### config.mk
export PLATFORM = sky130hd
export DESIGN_NAME = i2s_tx_tdm_channel
export DESIGN_NICKNAME = d
export VERILOG_FILES = /design/src/rtl/i2s_tx_tdm_channel.sv
export SDC_FILE = /design/constraint.sdc
export NUM_CORES = 1
export LEC_CHECK = 0
export CAP_MARGIN = 20
export CELL_PAD_IN_SITES_DETAIL_PLACEMENT = 1
export CELL_PAD_IN_SITES_GLOBAL_PLACEMENT = 2
export CORE_UTILIZATION = 33
export DETAILED_ROUTE_END_ITERATION = 8
export GPL_TIMING_DRIVEN = 0
export PLACE_DENSITY_LB_ADDON = 0.1
export SYNTH_ARGS = -nofsm -noshare
export SYNTH_HDL_FRONTEND = slang
export SYNTH_SLANG_ARGS = --single-unit
### constraint.sdc
create_clock -name sck_i -period 2.4 [get_ports sck_i]
set_clock_uncertainty 0.1 [all_clocks]
set_input_delay 0.48 -clock sck_i [delete_from_list [all_inputs] [get_ports sck_i]]
set_output_delay 0.48 -clock sck_i [all_outputs]
set_load 0.02 [all_outputs]
### src/rtl/i2s_tx_tdm_channel.sv
// Purpose: I2S/TDM serial transmitter, 1..MAX_SLOTS slots of up to DATA_W bits per frame.
// Latency: first slot-0 bit on the negedge after fs is seen (one bit later with ws delay).
// Backpressure: one-word shadow prefetch; fifo_ready_o only while enabled and the shadow is empty.
module i2s_tx_tdm_channel #(
  parameter int DATA_W    = 32,
  parameter int MAX_SLOTS = 8,
  parameter int WLEN_W    = $clog2(DATA_W),
  parameter int SLOT_W    = $clog2(MAX_SLOTS)
) (
  input  logic              sck_i,
  input  logic              rstn_i,
  input  logic              i2s_ws_i,
  output logic              i2s_sd_o,
  input  logic [DATA_W-1:0] fifo_data_i,
  input  logic              fifo_valid_i,
  output logic              fifo_ready_o,
  output logic              fifo_err_o,
  output logic              frame_err_o,
  output logic [SLOT_W-1:0] status_slot_o,
  input  logic              cfg_en_i,
  input  logic [WLEN_W-1:0] cfg_wlen_i,
  input  logic [SLOT_W-1:0] cfg_slots_i,
  input  logic              cfg_lsb_first_i,
  input  logic              cfg_ws_delay_i,
  input  logic              cfg_underrun_zero_i
);

  typedef enum logic [2:0] {
    IDLE    = 3'd0,
    PRELOAD = 3'd1,
    WAIT_FS = 3'd2,
    DLY     = 3'd3,
    RUN     = 3'd4,
    PAD     = 3'd5
  } state_t;

  state_t              state;
  logic                r_ws;
  logic                fs;
  logic [DATA_W-1:0]   shadow;
  logic                shadow_full;
  logic [DATA_W-1:0]   word;
  logic [WLEN_W-1:0]   bit_cnt;
  logic [WLEN_W-1:0]   bit_idx;
  logic [SLOT_W-1:0]   slot_cnt;
  logic                fill;
  logic                slot_end;
  logic                frame_end;
  logic                start_fs;
  logic                load_first;
  logic                load_next;
  logic                load;
  logic                sd_next;

  assign fs           = i2s_ws_i & ~r_ws;
  assign fifo_ready_o = (state != IDLE) & ~shadow_full;
  assign fill         = fifo_valid_i & fifo_ready_o;

  // Last bit of the current slot, and last bit of the whole frame.
  assign slot_end  = (state == RUN) && (bit_cnt == cfg_wlen_i);
  assign frame_end = slot_end && (slot_cnt == cfg_slots_i);

  // Any rising ws edge outside the preload phases starts a frame; inside RUN it
  // either continues seamlessly (frame_end) or aborts the frame in progress.
  assign start_fs   = cfg_en_i & fs & ((state == WAIT_FS) | (state == PAD) | (state == RUN));
  assign load_first = (start_fs & ~cfg_ws_delay_i) | (cfg_en_i & (state == DLY));
  assign load_next  = cfg_en_i & slot_end & ~frame_end & ~fs;
  assign load       = load_first | load_next;

  assign status_slot_o = (state == RUN) ? slot_cnt : '0;

  // Select the bit for the current position; only RUN drives real data.
  always_comb begin
    bit_idx = cfg_lsb_first_i ? bit_cnt : (cfg_wlen_i - bit_cnt);
    sd_next = 1'b0;
    if (state == RUN) sd_next = word[bit_idx];
  end

  // Frame-sync edge detector: remembers ws from the previous bit clock.
  always_ff @(posedge sck_i or negedge rstn_i) begin
    if (!rstn_i) r_ws <= 1'b0;
    else         r_ws <= i2s_ws_i;
  end

  // Sequencer: FSM, shadow prefetch, slot loads, counters and error pulses.
  always_ff @(posedge sck_i or negedge rstn_i) begin
    if (!rstn_i) begin
      state       <= IDLE;
      shadow      <= '0;
      shadow_full <= 1'b0;
      word        <= '0;
      bit_cnt     <= '0;
      slot_cnt    <= '0;
      fifo_err_o  <= 1'b0;
      frame_err_o <= 1'b0;
    end else begin
      fifo_err_o  <= 1'b0;
      frame_err_o <= 1'b0;

      // A load consumes the old shadow; a word accepted in the same cycle stays.
      if (fill) shadow <= fifo_data_i;
      if (!cfg_en_i)   shadow_full <= 1'b0;
      else if (load)   shadow_full <= fill;
      else if (fill)   shadow_full <= 1'b1;

      if (load) begin
        if (shadow_full) begin
          word <= shadow;
        end else begin
          fifo_err_o <= 1'b1;
          if (cfg_underrun_zero_i) word <= '0;
        end
        bit_cnt  <= '0;
        slot_cnt <= load_first ? '0 : slot_cnt + 1'b1;
      end

      case (state)
        IDLE: begin
          if (cfg_en_i) state <= PRELOAD;
        end
        PRELOAD: begin
          if (shadow_full) state <= WAIT_FS;
        end
        WAIT_FS: begin
          if (fs) state <= cfg_ws_delay_i ? DLY : RUN;
        end
        DLY: begin
          state <= RUN;
        end
        RUN: begin
          if (fs) begin
            if (!frame_end) frame_err_o <= 1'b1;
            state <= cfg_ws_delay_i ? DLY : RUN;
          end else if (frame_end) begin
            state <= PAD;
          end else if (!slot_end) begin
            bit_cnt <= bit_cnt + 1'b1;
          end
        end
        PAD: begin
          if (fs) state <= cfg_ws_delay_i ? DLY : RUN;
        end
        default: state <= IDLE;
      endcase

      // Disable wins over everything: drop back to IDLE and forget the prefetch.
      if (!cfg_en_i) begin
        state       <= IDLE;
        bit_cnt     <= '0;
        slot_cnt    <= '0;
        fifo_err_o  <= 1'b0;
        frame_err_o <= 1'b0;
      end
    end
  end

  // Serial data changes on the falling edge so the receiver samples mid-bit.
  always_ff @(negedge sck_i or negedge rstn_i) begin
    if (!rstn_i) i2s_sd_o <= 1'b0;
    else         i2s_sd_o <= sd_next;
  end

endmodule

==> impl_metrics.toml <==
[synth]
synth_compound_area_share_pct = 15.4
ys_async_sr_fraction_pct = 100
ys_seq_elements = 80
yosysTopAreaCellShare_pct = 52.0
syn_nets = 364
synth_top_family_by_area = "compound AO/OA/AOI/OAI gates"
synthSimpleGateAreaFrac_pct = 9.67
synthCells = 309
synth_edf_count = 0
synth-xor-area-share_pct = 2.53
synth.most_common_cell = "dfrtp_1"
synthAdderAreaFrac_pct = 2.50
synth.mux.area_fraction_pct = 14.2
syn_area_per_cell_um2 = 12.3
synth_largest_area_cell = "dfrtp_1"
synth.top_cells.by_area = "dfrtp_1 52%, mux2_2 9.5%, a22o_1 7.4%"
synth_common_cells = "79 x dfrtp_1, 32 x a22o_1, 32 x mux2_2"
synth_flop_cell = "dfrtp_1"
yosysWarningCount = 0
synth_seq_area_share_pct = 52.6
netlist_area_mm2 = 0.00380
post_synth_num_cell_types = 47

[worst_setup_path]
worstSetupStartpoint = "bit_cnt[0]"
crit_arrival_ps = 2500
worstPathMaxFanout = 2
r2r-start = "bit_cnt[0]"
critical_path_class = "reg2reg"
cp_data_required_time_ps = 1450
cp-start-kind = "flip-flop"
end_kind = "flip-flop"

[clock_tree]
cts_buffer_depth = 2
clk_pin_slew_ps = 70
h-tree-depth = 3
cts_buffers = 9
clock_sinks = 80
clockRootBuffer = "clkbuf_16"
tritoncts = "built"
clk_latency_ps = 340

[run_status]
outcome = "finished, violations left"
violations = "negative setup slack"

[sta]
finalHoldViolCount = 0
setup_viol = 2
max-slew-margin-rel_pct = 69.6
worst_pin_slew_ps = 445
rsz0062_at_grt = "yes"
finalMaxSlewViolations = 0
worst_hold_slack_ps = 392
setup_slack_ps = -1060

[floorplanning]
ios = 55
rows = 38
die_w_um = 109
dieArea_mm2 = 0.0120
design.core.area_mm2 = 0.0110
die_h_um = 109
initial_utilization_pct = 34.5

[global_route]
grt_max_degree = 64
grtUsageTotal_pct = 17.5
antenna_found_initial = 0
grt_pass1_vias = 2961
grt-ovfl-total = 0
grt_pass1_wl_um = 15700

[placed_design]
routabilityCongestion = 0.761
io_buffers = 54
dp_hpwl_um = 6570
placed_cells = 504

[finish]
instances_no_fill = 533
nets = 443
areaGrowthSynthToFinish_pct = 34.2
antennaDiodeCount = 0
drive_above_1_share_pct = 27.7
fill_cells = 1170

[detailed_routing]
drcViolationCount = 0
drt-total-wl_um = 9510
viasPerCell = 5.15
drt-pass1-iter-count = 4
antenna_left = 0
drt_iter0_drc = 65
wire_per_inst_um = 17.8
dr_total_vias = 2743

[pwr]
vdd_ir_drop_max_mv = 0.441
powerDensity_mw_per_mm2 = 927
power_mw = 4.73
leakagePower_nw = 2.19

[min_path]
holdCritPathClass = "reg2reg"
hp-start = "shadow[15]"

[job]
maxCapViolCount = 0
area by class of cell:
type	count	area (um2)	area share, %
sequential	80	2010	39.3
multi-input combinational	206	1840	36.0
timing repair buffer	70	673	13.2
clock buffer	10	239	4.68
tap	140	175	3.43
buffer	12	83.8	1.64
clock inverter	6	56.3	1.10
inverter	9	33.8	0.662
timing repair:
action                                 4_1_cts  5_1_grt
gates resized for setup                     41        9
setup endpoints to repair                   70       53
endpoints found under the hold margin       16        0
hold buffers                                 1        0
pin swaps                                   12        9
buffers inserted                             9        5
state kept, by name, summed over array words and instances (netlist names):
signal and count:
shadow_full 1, frame_err_o 1, state 3, i2s_sd_o 1, fifo_err_o 1, r_ws 1, slot_cnt 3, word 32
shadow 32, bit_cnt 5
per-stage QoR:
stage	cell area [um2]	utilization (%)	setup TNS, ps	setup WS, ps
after floorplan	3810	-	-1060	-1060
after global placement	4530	41.0	-204330	-3270
after detailed placement	4550	41.3	-25920	-2090
after CTS	5040	45.7	-1390	-1110
after global routing	5100	46.3	-2590	-1160
final	5100	46.3	-1320	-1060
routing by layer:
metal / part of all wire (%) / GRT usage [%] / vias up
met3: 3.1 / 3.38 / 11
li1: - / - / 1309
met4: 0.94 / 5.14 / 0
met5: 0 / 0 / -
met2: 46 / 27.2 / 43
met1: 50 / 24.9 / 1380
cells by family after synthesis:
logic type,Yosys count
muxes,50
DFF,80
AOI/OAI and AO/OA,74
and+or+nand+nor,64
adders and majority gates,7
buffers and inverters,23
xor gates and xnor gates,11
worst paths after layout:
check	end	slack [ps]	depth (start not counted)
max	i2s_sd_o	-1060	9
min	word[15]	390	1
max reg2reg	i2s_sd_o	-1060	9
min reg2reg	word[15]	390	1
max in group asynchronous	i2s_sd_o	400	2
min in group asynchronous	word[26]	470	2
power by group:
group	internal, mW	total (mW)	leakage [nW]	switching, mW
logic	0.724	1.27	1.02	0.541
clock network	0.756	1.37	0.144	0.618
registers	1.81	2.09	1.02	0.287
total	3.29	4.73	2.19	1.45
cells in the final DEF, fill, tap and decap left out, types with 4 or more instances in the layout:
cell              n
dfrtp_1          74
clkdlybuf4s50_1  44
mux2_2           32
a22o_1           32
mux2i_1          18
buf_4            17
nor2_1           10
a22oi_1          10
nand2_1           9
clkbuf_16         9
xor2_1            8
nand3_1           8
a21oi_1           8
nand4_1           7
dlygate4sd2_1     7
inv_1             6
and2_1            5
nor2b_1           5
buf_2             5
dfrtp_2           5
nand2b_1          4
buf_6             4
critical path: stages (launching register included):
cell and delay [ps]:
dfrtp_2 390, ha_4 140, inv_2 30, fa_2 390, and3_4 180, or3_4 340, a21oi_4 170, xor2_1 210
nand4_1 150, a41oi_2 170
Note: power is estimated with default switching activity, not from simulation.
